### src/rtl/pipe_hazard_ctrl.sv
// Stall/flush resolution for an in-order pipeline with NUM_REGS pipeline
// registers. Requests are resolved oldest stage first. A flush always wins
// over a stall on the same register or the PC. Flush pulses that arrive
// while their stage is frozen behind an older stall are kept in `pending`.
// They are applied once the stage becomes eligible. The block also keeps
// saturating stall/flush counters and a sticky stall watchdog.
module pipe_hazard_ctrl #(
    parameter int NUM_REGS  = 4,
    parameter int CNT_WIDTH = 32,
    parameter int TIMEOUT   = 1024
) (
    input  logic                 clk,
    input  logic                 reset,
    input  logic [NUM_REGS:0]    stall_req,
    input  logic [NUM_REGS:0]    flush_req,
    input  logic                 perf_clr,
    output logic                 pc_stall,
    output logic                 pc_flush,
    output logic [NUM_REGS-1:0]  reg_stall,
    output logic [NUM_REGS-1:0]  reg_flush,
    output logic [CNT_WIDTH-1:0] stall_cycles,
    output logic [CNT_WIDTH-1:0] flush_events,
    output logic                 stall_timeout
);

    localparam int RUN_W = (TIMEOUT > 0 && $clog2(TIMEOUT + 1) > 0) ? $clog2(TIMEOUT + 1) : 1;
    localparam logic [RUN_W-1:0]     RUN_MAX  = RUN_W'(TIMEOUT);
    localparam logic [RUN_W-1:0]     RUN_ONE  = RUN_W'(1);
    localparam logic [CNT_WIDTH-1:0] CNT_ONE  = CNT_WIDTH'(1);
    localparam logic [CNT_WIDTH-1:0] CNT_MAX  = {CNT_WIDTH{1'b1}};
    localparam logic [CNT_WIDTH-1:0] CNT_ZERO = {CNT_WIDTH{1'b0}};

    logic [NUM_REGS:0]   pending_r;
    logic [NUM_REGS:0]   pending_vis_s;
    logic [NUM_REGS:0]   flush_eff_s;
    logic [NUM_REGS:0]   pending_nxt_s;
    logic                s_valid_s;
    logic                f_valid_s;
    int                  s_idx_s;
    int                  f_idx_s;
    logic [RUN_W-1:0]    run_r;
    logic [RUN_W-1:0]    run_nxt_s;
    logic [NUM_REGS-1:0] hold_s;
    logic [NUM_REGS-1:0] kill_s;

    // Resolve the oldest stall and the oldest eligible flush into controls.
    always_comb begin
        if (reset) begin
            pending_vis_s = {(NUM_REGS+1){1'b0}};
        end else begin
            pending_vis_s = pending_r;
        end
        flush_eff_s   = flush_req | pending_vis_s;
        s_valid_s     = 1'b0;
        s_idx_s       = 0;
        f_valid_s     = 1'b0;
        f_idx_s       = 0;
        pending_nxt_s = {(NUM_REGS+1){1'b0}};
        hold_s        = {NUM_REGS{1'b0}};
        kill_s        = {NUM_REGS{1'b0}};

        for (int s = 0; s <= NUM_REGS; s++) begin
            if (stall_req[s]) begin
                s_valid_s = 1'b1;
                s_idx_s   = s;
            end else begin
                s_valid_s = s_valid_s;
            end
        end

        // A flush is only eligible when it is older than the stalling stage.
        for (int f = 0; f <= NUM_REGS; f++) begin
            if (flush_eff_s[f] && (!s_valid_s || f > s_idx_s)) begin
                f_valid_s = 1'b1;
                f_idx_s   = f;
            end else begin
                f_valid_s = f_valid_s;
            end
        end

        // Flushes that are blocked by the stall are retained for later.
        for (int f = 0; f <= NUM_REGS; f++) begin
            pending_nxt_s[f] = flush_eff_s[f] & s_valid_s & (f <= s_idx_s) & ~f_valid_s;
        end

        for (int j = 0; j < NUM_REGS; j++) begin
            hold_s[j] = s_valid_s & (j < s_idx_s);
            kill_s[j] = (s_valid_s & (j == s_idx_s)) | (f_valid_s & (j < f_idx_s));
        end

        pc_flush  = f_valid_s;
        pc_stall  = s_valid_s & ~f_valid_s;
        reg_flush = kill_s;
        reg_stall = hold_s & ~kill_s;

        if (s_valid_s && !f_valid_s) begin
            if (run_r != RUN_MAX) begin
                run_nxt_s = run_r + RUN_ONE;
            end else begin
                run_nxt_s = run_r;
            end
        end else begin
            run_nxt_s = {RUN_W{1'b0}};
        end
    end

    // Pending flushes, watchdog run length and the sticky timeout flag.
    always_ff @(posedge clk) begin
        if (reset) begin
            pending_r     <= {(NUM_REGS+1){1'b0}};
            run_r         <= {RUN_W{1'b0}};
            stall_timeout <= 1'b0;
        end else begin
            pending_r <= pending_nxt_s;
            if (perf_clr) begin
                run_r         <= {RUN_W{1'b0}};
                stall_timeout <= 1'b0;
            end else begin
                run_r <= run_nxt_s;
                if (TIMEOUT > 0 && run_nxt_s == RUN_MAX) begin
                    stall_timeout <= 1'b1;
                end else begin
                    stall_timeout <= stall_timeout;
                end
            end
        end
    end

    // Saturating performance counters. A clear beats a same-cycle event.
    always_ff @(posedge clk) begin
        if (reset || perf_clr) begin
            stall_cycles <= CNT_ZERO;
            flush_events <= CNT_ZERO;
        end else begin
            if (pc_stall && stall_cycles != CNT_MAX) begin
                stall_cycles <= stall_cycles + CNT_ONE;
            end else begin
                stall_cycles <= stall_cycles;
            end
            if (pc_flush && flush_events != CNT_MAX) begin
                flush_events <= flush_events + CNT_ONE;
            end else begin
                flush_events <= flush_events;
            end
        end
    end

endmodule
### config.mk
export PLATFORM = sky130hd
export DESIGN_NAME = pipe_hazard_ctrl
export DESIGN_NICKNAME = d
export VERILOG_FILES = /design/src/rtl/pipe_hazard_ctrl.sv
export SDC_FILE = /design/constraint.sdc
export NUM_CORES = 1
export LEC_CHECK = 0
export BUFFER_PORTS_ARGS = -buffer_cell sky130_fd_sc_hd__buf_2
export CAP_MARGIN = 20
export CORE_MARGIN = 5
export CORE_UTILIZATION = 55
export DETAILED_ROUTE_END_ITERATION = 7
export HOLD_SLACK_MARGIN = 0.05
export PLACE_DENSITY = 0.76
export SLEW_MARGIN = 40
export SYNTH_ARGS = -nofsm -noshare
export SYNTH_HDL_FRONTEND = slang
export SYNTH_SLANG_ARGS = --single-unit
### constraint.sdc
create_clock -name clk -period 2.7 [get_ports clk]
set_input_delay 0.405 -clock clk [delete_from_list [all_inputs] [get_ports clk]]
set_output_delay 0.405 -clock clk [all_outputs]
set_load 0.01 [all_outputs]
-- After elaboration in Yosys (flattened, before gate mapping)
Cells that the tools add are included.
- logic and storage cells: 108
- memories: 0
- output and inout port bits: 75
- latch bits: 0
- register bits after elaboration: 81
- memory bits (read-only): 0
- RAM bits: 0
- input port bits: 13
- bitwise gates (word level): 36
- order comparisons: 18
- multiplexer cells: 21
- shift operators: 0
- add/sub/neg operators: 3
- div/mod/pow operators: 0
- multipliers: 0
- equal/unequal tests: 7
- reduce and logical (&&, ||, !) cells: 18
- operators with widths (operator ; number):
    $mux 32 ; 6
    $lt 3x32->1 const A ; 4
    $add 32x1->32 const B ; 2
    $eq 3x32->1 const A ; 2
    $gt 3x32->1 const A ; 2
    $le 3x32->1 const A ; 2
    $lt 1x32->1 const A ; 2
    $lt 2x32->1 const A ; 2
    $ne 32x32->1 const B ; 2
    $eq 2x32->1 const A ; 1
    $gt 1x32->1 const A ; 1
    $gt 2x32->1 const A ; 1
    $gt 4x32->1 const A ; 1
    $le 1x32->1 const A ; 1
    $le 2x32->1 const A ; 1
    $le 4x32->1 const A ; 1
    $logic_not 32->1 ; 1
    $and 1x1->1 ; 28
    $mux 11 ; 2
    $mux 1 ; 12
    $add 11x1->11 const B ; 1
    $eq 11x11->1 const B ; 1
    $ne 11x11->1 const B ; 1
    $logic_and 1x1->1 ; 8
    9 further kinds ; 18

-- Logic depth before layout (Yosys ltp)
- word-level depth: 17
- gate-level depth with buffers: 10
- mapped depth without buffers: 8

-- Least setup slack after synthesis
OpenSTA, ideal clock, no wires.
- kind: reg-to-reg
- from: register stall_cycles[0]
- to: register stall_cycles[4]
- path buffers: 1
- cell stages (with the launch flop): 9
- data arrival time: 2005 ps
- required time: 2572 ps
- clock period less this slack: 2133 ps
- setup slack: 567 ps
- cells stage by stage: dfxtp_1 ha_1 nand2_1 nor4_2 nand3_2 buf_2 nand3_1 xor2_1 nor2_1
- word-level cells in the longest chain between the ends: 2
- elaborated cells on any way between the ends: 3
- RTL lines (item ; line ; source):
    start: declaration ; 21 ; output logic [CNT_WIDTH-1:0] stall_cycles,
    start signal: assignment ; 136 ; stall_cycles <= stall_cycles + CNT_ONE;
    start signal: assignment ; 138 ; stall_cycles <= stall_cycles;
    branches (longest 2 deep; another with $add 32x1->32) ; n/a ;
Parallel ways; which one is timed is not known.
A chain may end at the register's enable or synchronous reset.

-- Worst setup path after layout
- from: register pending_r[3]
- to: output pc_flush
- word-level cells in the longest chain between the ends: 5
- RTL lines (item ; line ; source):
    start: declaration ; 33 ; logic [NUM_REGS:0] pending_r;
    start signal: assignment ; 110 ; pending_r <= {(NUM_REGS+1){1'b0}};
    start signal: assignment ; 114 ; pending_r <= pending_nxt_s;
    $mux 5 ; 48 ; if (reset) begin
    $or 5x5->5 ; 53 ; flush_eff_s = flush_req | pending_vis_s;
    $logic_and 1x1->1 ; 73 ; if (flush_eff_s[f] && (!s_valid_s || f > s_idx_s)) begin
    $mux 1 (2 in series) ; 73 ;
    end: declaration ; 18 ; output logic pc_flush,
No other way between the ends.

==> metrics.yaml <==
global_route:
  grt_pass1_wl_mm: 17.5
  grt_usage_pct: 21.7
  antenna_found_initial: 0
  overflow: 0
  grt_pass1_vias: 3776
  grt_max_degree: 36
sta:
  tightest_slew_ps: 555
  hold_viol: 0
  setup_violations: 0
  rsz0062_at_grt: "no"
  drv_slew: 0
  fin_worst_skew_ps: 15.4
  setup_slack_ps: 229
  maxSlewHeadroom_pct: 62.7
  max_freq_mhz: 405
  setup-tns-final_ps: 0
  min_period_over_period_pct: 91.5
  post-route-min-period_ps: 2470
clocking:
  clockBufferDepth: 2
  clock-sinks: 81
  hold_buffers: 0
  cts_setup_buffers: 0
  post_cts_resized: 0
  numCtsBuffers: 9
  clkTransAtPathRegs_ps: 80
  htreeDepth: 3
  clock_latency_ps: 360
  tritoncts: "built"
  clockRootBuffer: "clkbuf_8"
floorplanning:
  core_sq_mm: 0.00733
  num_io_pins: 88
  die_area_sq_mm: 0.00944
  dieWidth_microns: 97.2
  initial_core_util_pct: 57.0
  die-height_microns: 97.2
  num_rows: 31
placement:
  place_ws_ps: 298
  dp_hpwl_mm: 7.48
  portBuffers: 87
  place.gp.congestion: 0.871
finish:
  final_cell_mix: "87 x buf_2, 81 x dfxtp_1, 61 x nor2_1, 42 x nand2_1, 35 x a21oi_1"
  n_antenna_cell: 0
  syn_to_final_growth_pct: 17.5
  drive_above_1_share_pct: 20.8
  final_common_cell: "buf_2"
  nets: 619
drt:
  drc_errors: 0
  ant_nets: 0
  wl_per_cell_microns: 14.7
  wl_mm: 10.4
  viasPerCell: 5.84
  dr_total_vias: 4126
  dr.pass1.iters: 4
  first_iter_violations: 178
hold_path:
  hold_path_class: "input pin to register"
  whs_path_depth: 3
  whs_endpoint: "pending_r[0]"
  min-delay-start: "flush_req[0]"
worst_setup_path:
  path_cells: "nor2b_1 > o21ai_0 > nand3_1 > buf_4 > or2_2 > buf_2"
  worstRegToRegCells: 7
  slowest_delay_ps: 320
  startpoint_type: "register"
  critical_path_required_ps: 2300
  r2r-end: "stall_cycles[25]"
  worst_setup_path_end_kind: "primary output"
  critPathKind: "register to primary output"
  crit_path_max_fanout: 8
  cp.arrival_ps: 2070
  reg2reg_from: "stall_cycles[0]"
  slowest_stage: "dfxtp_1"
  r2r_setup_slack_ps: 470
logic_synthesis:
  synth_top_family_by_area: "simple AND/OR/NAND/NOR gates"
  synth_area_leaders: "dfxtp_1 39%, nor2_1 5.5%, xor2_1 5.0%, a21oi_1 4.2%, nand4_1 4.0%"
  yosys.area_share.adder_pct: 1.20
  synth_compound_area_share_pct: 14.5
  synth_area_sq_mm: 0.00418
  yosysWarnings: 0
  synth-main-ff-cell: "dfxtp_1"
  syn_nets: 538
  synthCells: 521
  synth-xor-area-share_pct: 7.55
  yosysTopAreaCell: "dfxtp_1"
  synth.top_cell.area_share_pct: 38.8
  yosys_register_bits: 81
  ys_types: 50
  avgSynthCellArea_sq_um: 8.02
  synth.mux.area_fraction_pct: 0.240
  synthArstFlopShare_pct: 0
  synth-edff-count: 0
  synthSimpleGateAreaFrac_pct: 34.0
  seq_area_frac_synth_pct: 38.8
power:
  ir_drop_v: 0.000256
  leakage_uw: 0.00190
  p_per_area_mw_per_mm2: 459
flow_run:
  max-cap-violations: 0
outcome:
  status: "finished, final reports clean"
-- kinds of logic (layout without fill, tap and decap cells) --
logic type                 after synthesis  count (layout)
adders and majority gates                4               4
and+or+nand+nor                        266             266
AOI/OAI and AO/OA                       98              98
muxes                                    1               1
buffers and inverters                   35             121
xor gates and xnor gates                36              36
DFF                                     81              81
-- how the worst max path moves through the flow --
stage	from	end	slack [ps]	depth (start not counted)
finish	pending_r[3]	pc_flush	230	6
global route	pending_r[3]	pc_flush	90	6
CTS	pending_r[3]	pc_flush	260	6
detailed placement	reset	stall_cycles[25]	300	8
global placement	stall_req[1]	pc_stall	380	7
floorplan	stall_cycles[0]	stall_cycles[4]	570	8
-- worst max-delay path, delay by kind of cell (launching register included) --
| family | cells | cell delay (ps) |
|---|---|---|
| and+or+nand+nor | 3 | 710 |
| DFF | 1 | 320 |
| buffers and inverters | 2 | 400 |
| AOI/OAI and AO/OA | 1 | 290 |
-- metal layers --
layer,up-vias,share of wire (%),GRT usage [%]
li1,2069,-,-
met1,1937,46,27.9
met2,110,47,35.1
met3,10,5.9,5.60
met4,0,1.1,7.45
met5,-,0,0
-- through the flow --
step	utilization (%)	hold WS [ps]	area [sq um]	std cells	total power [uW]
final	67.0	336	4910	706	2250
after global routing	67.0	336	4910	706	2350
after CTS	66.9	327	4900	706	2270
after detailed placement	64.1	467	4700	690	1400
after global placement	64.1	453	4700	690	1400
after floorplan	-	464	4180	521	1340
-- where the power goes --
group          total (uW)  switching, uW  internal (uW)  leakage [uW]
Clock                 879            442            437      0.000102
Combinational         166            106           59.3       0.00115
Sequential           1210           7.82           1200      0.000653
-- sequential cells by signal (all words and copies together), names as in the netlist --
name	flops
flush_events	32
pending_r	5
run_r	11
stall_cycles	32
stall_timeout	1
-- area by class of cell --
| type | instances | area, sq um |
|---|---|---|
| clock buffer | 13 | 179 |
| clock inverter | 3 | 21.3 |
| fill | 655 | 2420 |
| inverter | 8 | 30.0 |
| multi-input combinational | 405 | 2410 |
| sequential | 81 | 1620 |
| tap | 99 | 124 |
| timing repair buffer | 97 | 523 |
-- synthesized netlist by cell type (all sizes together) (6+ instances only) --
cell / instances
dfxtp: 81
nor2: 61
nand2: 42
a21oi: 36
nand3: 32
nand4: 28
xor2: 24
o21ai: 22
or4: 20
and3: 18
clkbuf: 17
or3: 16
o31ai: 15
nor3: 14
xnor2: 12
buf: 10
nor4: 10
inv: 8
nor2b: 7
and2: 6
(Power assumes the default switching activity.)
